<file path="src/rtl/mult_rr_scheduler.sv">
// Round-robin front end sharing one Start/Done multiplier among N_REQ requesters.
// Captures the winner's operands, runs the handshake and returns product or timeout error.
module mult_rr_scheduler #(
  parameter int unsigned N_REQ   = 4,
  parameter int unsigned WIDTH   = 8,
  parameter int unsigned TIMEOUT = 64
) (
  input  logic                   clk,
  input  logic                   rst,
  input  logic [N_REQ-1:0]       req,
  input  logic [N_REQ*WIDTH-1:0] opa_flat,
  input  logic [N_REQ*WIDTH-1:0] opb_flat,
  output logic [N_REQ-1:0]       gnt,
  output logic [N_REQ-1:0]       rsp_valid,
  output logic [2*WIDTH-1:0]     rsp_data,
  output logic                   rsp_err,
  output logic                   busy,
  output logic [7:0]             err_count,
  output logic                   mul_start,
  output logic [WIDTH-1:0]       mul_a,
  output logic [WIDTH-1:0]       mul_b,
  input  logic                   mul_done,
  input  logic [2*WIDTH-1:0]     mul_result
);

  localparam int unsigned PW = (N_REQ > 1) ? $clog2(N_REQ) : 1;
  localparam int unsigned TW = $clog2(TIMEOUT) + 1;

  localparam logic [2:0] IDLE      = 3'd0;
  localparam logic [2:0] START     = 3'd1;
  localparam logic [2:0] START_LO  = 3'd2;
  localparam logic [2:0] WAIT_DONE = 3'd3;
  localparam logic [2:0] RESP      = 3'd4;

  logic [2:0]       state, state_d;
  logic [PW-1:0]    rr_ptr, win, win_sel, cand;
  logic             found;
  logic [TW-1:0]    timer;
  logic             timeout;
  logic [N_REQ-1:0] win_oh, sel_oh;

  // Search starts just above the last winner so it ends up with lowest priority.
  always_comb begin
    found   = 1'b0;
    win_sel = rr_ptr;
    cand    = rr_ptr;
    for (int unsigned i = 1; i <= N_REQ; i++) begin
      cand = PW'((32'(rr_ptr) + i) % N_REQ);
      if (!found && req[cand]) begin
        found   = 1'b1;
        win_sel = cand;
      end
    end
  end

  assign timeout = (timer == TW'(TIMEOUT - 1));
  assign win_oh  = {{(N_REQ-1){1'b0}}, 1'b1} << win;
  assign sel_oh  = {{(N_REQ-1){1'b0}}, 1'b1} << win_sel;

  always_comb begin
    state_d = state;
    case (state)
      IDLE:      if (found) state_d = START;
      START:     state_d = START_LO;
      START_LO:  state_d = WAIT_DONE;
      WAIT_DONE: if (mul_done || timeout) state_d = RESP;
      RESP:      state_d = IDLE;
      default:   state_d = IDLE;
    endcase
  end

  always_ff @(posedge clk) begin
    if (rst) begin
      state     <= IDLE;
      rr_ptr    <= PW'(N_REQ - 1);
      win       <= '0;
      timer     <= '0;
      gnt       <= '0;
      rsp_valid <= '0;
      rsp_data  <= '0;
      rsp_err   <= 1'b0;
      busy      <= 1'b0;
      err_count <= '0;
      mul_start <= 1'b0;
      mul_a     <= '0;
      mul_b     <= '0;
    end else begin
      state     <= state_d;
      busy      <= (state_d != IDLE);
      gnt       <= '0;
      rsp_valid <= '0;
      mul_start <= 1'b0;
      case (state)
        IDLE: begin
          if (found) begin
            win       <= win_sel;
            rr_ptr    <= win_sel;
            mul_a     <= opa_flat[32'(win_sel)*WIDTH +: WIDTH];
            mul_b     <= opb_flat[32'(win_sel)*WIDTH +: WIDTH];
            gnt       <= sel_oh;
            mul_start <= 1'b1;
          end
        end
        START_LO: timer <= '0;
        WAIT_DONE: begin
          timer <= timer + 1'b1;
          // Done takes precedence over a coincident timeout.
          if (mul_done) begin
            rsp_data  <= mul_result;
            rsp_err   <= 1'b0;
            rsp_valid <= win_oh;
          end else if (timeout) begin
            rsp_data  <= '0;
            rsp_err   <= 1'b1;
            rsp_valid <= win_oh;
            if (err_count != 8'hFF) err_count <= err_count + 8'd1;
          end
        end
        default: ;
      endcase
    end
  end

endmodule

</file>
<file path="config.mk">
export PLATFORM = sky130hd
export DESIGN_NAME = mult_rr_scheduler
export DESIGN_NICKNAME = d
export VERILOG_FILES = /design/src/rtl/mult_rr_scheduler.sv
export SDC_FILE = /design/constraint.sdc
export NUM_CORES = 1
export LEC_CHECK = 0
export BUFFER_PORTS_ARGS = -buffer_cell sky130_fd_sc_hd__buf_2
export CORE_MARGIN = 10
export CORE_UTILIZATION = 44
export CTS_CLUSTER_SIZE = 8
export DETAILED_ROUTE_END_ITERATION = 8
export GPL_ROUTABILITY_DRIVEN = 0
export PLACE_DENSITY_LB_ADDON = 0.05
export SETUP_SLACK_MARGIN = 0.15
export SLEW_MARGIN = 20
export SYNTH_ARGS = -nofsm -noshare
export SYNTH_HDL_FRONTEND = slang
export SYNTH_SLANG_ARGS = --single-unit
export TNS_END_PERCENT = 10
</file>
<file path="constraint.sdc">
create_clock -name clk -period 4.2 [get_ports clk]
set_input_delay 0.21 -clock clk [delete_from_list [all_inputs] [get_ports clk]]
set_output_delay 0.21 -clock clk [all_outputs]
set_load 0.005 [all_outputs]
</file>
# Word-level counts from Yosys, hierarchy flattened
# Cells that the tools add are included.
# op_classes
add_sub_neg,6
order_cmp,4
n_eq_ne,5
n_shift,4
mux,27
n_bitwise,4
reduce_logical,17
# ops
cell,n
$shiftx 32x6->8,2
$mux 16,2
$pmux 7 s2,1
$lt 2x3->1 const B,4
$pmux 3 s4,1
$mux 1,11
$add 8x1->8 const B,1
$bmux 1 s2,4
$mux 2,4
$mux 4,2
$ne 8x8->1 const B,1
$shl 1x2->4 const A,2
$add 7x1->7 const B,1
$eq 7x6->1 const B,1
$eq 3x2->1 const B,2
$mux 3,2
$add 2x1->2 const B,2
$add 2x2->2 const B,2
$not 1->1,4
$reduce_and 2->1,2
$reduce_and 4->1,1
$reduce_bool 2->1,2
$reduce_or 2->1,2
$eq 3x1->1 const B,1
6 further kinds,10
# totals
ff_bits,65
inputBits,87
word_cells,80

# Logic depth before layout (Yosys ltp)
# depth
depth_word,16
depth_mapped,7

# Worst setup path before layout
# OpenSTA, ideal clock, no wires.
# synth_timing
path_type,register -> register
start,register timer[0]
end,register err_count[6]
arrival_ns,1.746
t_required_ns,4.129
slack_ns,2.384
path_stages_with_launch,7
path_buffers,0
period_less_slack_ns,1.816
cell_sequence,dfxtp_1 ha_1 nand4_1 nand4b_4 or3_1 or4_1 a21oi_1
# synth_via
elab_chain_cells,2
# synth_rtl
item,line_no,rtl
"start, declared",38,logic [TW-1:0] timer;
"start signal, assigned",106,timer <= timer + 1'b1;
$eq 7x6->1,56,assign timeout = (timer == TW'(TIMEOUT - 1));
$reduce_and 4->1 (no line),-,
"end signal, assigned",116,if (err_count != 8'hFF) err_count <= err_count + 8'd1;
"end, declared",18,"output logic [7:0] err_count,"
# Every way passes these cells.
# A chain may end at the register's enable or synchronous reset.

# Worst setup path in the final report
# layout_timing
start,register rr_ptr[0]
end,register mul_a[0]
# layout_via
elab_chain_cells,14
# layout_rtl
item,line_no,rtl
"start, declared",36,"logic [PW-1:0] rr_ptr, win, win_sel, cand;"
"start signal, assigned",75,rr_ptr <= PW'(N_REQ - 1);
"start signal, assigned",97,rr_ptr <= win_sel;
$add 2x1->2,48,cand = PW'((32'(rr_ptr) + i) % N_REQ);
$bmux 1 s2,49,if (!found && req[cand]) begin
$mux 1 (not written as such),49,
$mux 1,49,
$logic_not 1->1,49,
$logic_and 1x1->1,49,
$mux 1,49,
$logic_not 1->1,49,
$logic_and 1x1->1,49,
$mux 1,49,
$logic_not 1->1,49,
$logic_and 1x1->1,49,
$mux 2 or $mux 1 (tied branches),49,
$shiftx 32x6->8 or $reduce_and 2->1 (tied branches),-,
"end signal, assigned",98,mul_a <= opa_flat[32'(win_sel)*WIDTH +: WIDTH];
"end, declared",20,"output logic [WIDTH-1:0] mul_a,"
# Parallel ways exist; a longest one is shown, timed or not. The select of a mux whose other input is x is not followed.

==> out/results.tsv <==
metric	value	unit
Max clock buf depth	2	
post-synthesis register bit count	65	
GRT Total Usage	17.05	%
Antenna Violating Nets Remaining	0	
fraction of layout cells with a size suffix above 1	35.49	%
antenna violations before repair	0	
CTS Sinks	65	
worst vdd rail ir drop	0.1760	mV
transition time at the pin with the least slew margin	0.8488	ns
Post-Syn Instances	346	
vias in the first global route	3032	
critical path class	reg2reg	
status	finished clean	
floorplan die area	10680	µm²
end point of the worst hold path	rsp_data[5]$_SDFFE_PP0P_	
Post-CTS Setup Bufs	0	
PnR worst setup slack	2.067	ns
required time reported for the critical path endpoint	4.39	ns
number of setup violations in the final report	0	
global route overflow	0	
reg-to-reg slack, setup	2.07	ns
final critical path time including I/O delays and setup	2.133	ns
final wirelength	9.189	mm
count of final max-slew check failures	0	
post-DR vias/cell	5.508	
leading area contributor after synthesis	dfxtp_1	
proportion of netlist area held by the largest area contributor	42.57	%
capture point of the worst reg-to-reg path	mul_a[0]$_SDFFE_PP0N_	
worst path arrival time	2.33	ns
number of distinct library cells after synthesis	46	
mean cell area of the mapped netlist	8.834	µm²
number of stages on the worst hold path	3	
most instantiated flip-flop cell in the synthesis netlist	dfxtp_1	
endpoint type of the worst setup path	register	
Worst Reg2Reg Path Length in Cells	6	
pwr dens	395.1	nW/µm²
signed area change from the synthesized netlist to the final layout	29.76	%
ANT cells	0	
wire length of the first global-routing pass	14.52	mm
Port Buf Inserts	137	
Final period util	50.79	%
leakage power	1.821	nW
Syn Std Cell Area	3057	µm²
Post-layout nets	563	
Synthesized Nets	435	
Post-synth ARST share	0	%
Total Neg Setup Slack	0	ns
clock tree from TritonCTS	yes	
pin count of the biggest net entering global routing	48	
number of warnings printed during yosys synthesis	0	
ranking of synthesized cells by instance count	dfxtp_1 (65), nor2_1 (41), nand2_1 (29)	
effective utilization at floorplan	45.24	%
number of buffers added to fix hold violations after cts	0	
H-tree levels	3	
vias after detailed routing	3079	
worst clock skew	0.008829	ns
average wire length per cell after detail routing	16.44	µm
main area contributors after synthesis	dfxtp_1 (43%), mux2i_1 (5.9%), nor2_1 (5.0%)	
most frequent cell after synthesis	dfxtp_1	
launch instance of the worst register-to-register path	rr_ptr[0]$_SDFFE_PP1N_	
die height	103.4	µm
initial DRC count	129	
core area	6756	µm²
tightest slew margin relative to the limit	43.41	%
Clock Latency Late Sink	0.34	ns
count of flip-flops with a built-in enable after synthesis	0	
Resize count post-CTS	0	
pre-CTS WS	1.822	ns
std cell rows	30	
total clock buffers created by CTS	9	
number of primary I/O pins	138	
worst hold path class	in2reg	
total half-perimeter wirelength after legalization and detailed placement	6.853	mm
width of the die	103.4	µm
startpoint of the most critical hold path	mul_result[5]	
sequential share of the synthesized area	42.57	%
setup repair after global routing missed its margin	false	
Critical Path Source Type	register	
largest fanout on the critical path	17	
maximum clock frequency	0.4688	GHz
MaxCap Viol Count	0	
Worst-path clk slew	0.09	ns
CTS root buf	clkbuf_8	
Pre-antenna DRT Iters	4	
drt drc	0	
final count of hold timing violations	0	
## placed cells by master (no fill, tap or decap), types with 2 or more instances in the layout
master | synthesis | layout
a211oi_1 | 3 | 3
a21o_1 | 18 | 18
a21oi_1 | 11 | 11
a22oi_1 | 16 | 16
and2_1 | 3 | 3
and4_1 | 2 | 2
buf_2 | 4 | 137
buf_4 | 0 | 5
clkbuf_8 | 0 | 9
clkinv_4 | 0 | 2
clkinvlp_4 | 0 | 2
dfxtp_1 | 65 | 65
ha_1 | 2 | 2
inv_1 | 3 | 3
inv_6 | 0 | 2
mux2_2 | 2 | 2
mux2i_1 | 18 | 18
nand2_1 | 29 | 29
nand2b_1 | 3 | 3
nand3_1 | 6 | 6
nand4_1 | 18 | 18
nor2_1 | 41 | 40
nor2b_1 | 7 | 7
nor3_1 | 5 | 4
nor3_2 | 1 | 2
nor4_2 | 2 | 2
nor4b_1 | 3 | 3
o211ai_1 | 17 | 17
o21a_1 | 2 | 2
o21ai_0 | 7 | 6
o21ai_1 | 1 | 2
o31ai_1 | 17 | 17
or2_2 | 2 | 2
xnor2_1 | 3 | 3
## final cells by class
cell class | instances | area (µm²)
fillers | 648 | 2790
multi-input cells | 253 | 1645
flip-flops and latches | 65 | 1301
repair buffers | 142 | 723.2
clock buffers | 9 | 123.9
well taps | 80 | 100.1
clock inverters | 7 | 61.31
inverters | 3 | 11.26
## registers in the layout, summed over array words and instances (netlist names), 2 cells and up
signal / cells
err_count: 8
gnt: 4
mul_a: 8
mul_b: 8
rr_ptr: 2
rsp_data: 16
rsp_valid: 4
state: 3
timer: 7
win: 2
## through the flow
stage	instances	cell area (µm²)	hold slack [ns]	power, W	util [%]
after floorplan	346	3057	0.2919	0.0009471	-
after global placement	543	3779	0.4429	0.001088	55.93
after detailed placement	543	3779	0.4560	0.001093	55.93
after CTS	559	3964	0.08361	0.001587	58.67
after global routing	559	3966	0.09738	0.001665	58.70
final	559	3966	0.09780	0.001567	58.70
## power breakdown
part | switching, W | internal [W]
clock network | 0.000265 | 0.000224
registers | 0.0000384 | 0.000674
logic | 0.000201 | 0.000165
total | 0.000504 | 0.00106
## layer usage
metal  vias to the layer above  routed length, µm  share of wire [%]  global-route usage, %
met2                       110               4278                 47                  25.68
met3                         9                777                8.5                  6.578
li1                       1534                  -                  -                      -
met5                         -                  0                  0                      0
met1                      1426               4004                 44                  21.60
met4                         0                129                1.4                  6.203
## worst max-delay path, stage by stage (launching register included)
cell      delay, ns
dfxtp_1        0.39
nor2b_1        0.08
o21a_1         0.41
nor3_2         0.39
buf_4          0.36
mux2i_1        0.25
o211ai_1       0.10
## worst max path at each step
stage | slack (ns) | cells after the start | from | end
finish | 2.07 | 6 | rr_ptr[0]$_SDFFE_PP1N_ | mul_a[0]$_SDFFE_PP0N_
detailed placement | 1.82 | 6 | req[3] | mul_b[7]$_SDFFE_PP0N_
floorplan | 2.38 | 6 | timer[0]$_SDFFE_PP0P_ | err_count[6]$_SDFFE_PP0P_
global placement | 1.85 | 6 | req[3] | mul_b[7]$_SDFFE_PP0N_
CTS | 2.08 | 6 | rr_ptr[0]$_SDFFE_PP1N_ | mul_a[0]$_SDFFE_PP0N_
global route | 1.88 | 5 | rr_ptr[0]$_SDFFE_PP1N_ | mul_a[6]$_SDFFE_PP0N_
## cell families after synthesis
kind of cell             after synthesis  share of synthesized area [%]
AO/OA/AOI/OAI                         97                          22.39
XOR/XNOR                               3                         0.8598
adder cells (fa/ha/maj)                2                         0.8185
buffers and inverters                 28                          3.848
flip-flops                            65                          42.57
multiplexers                          20                          6.631
AND/OR/NAND/NOR                      131                          22.88
Power figures use the tool's default switching activity.
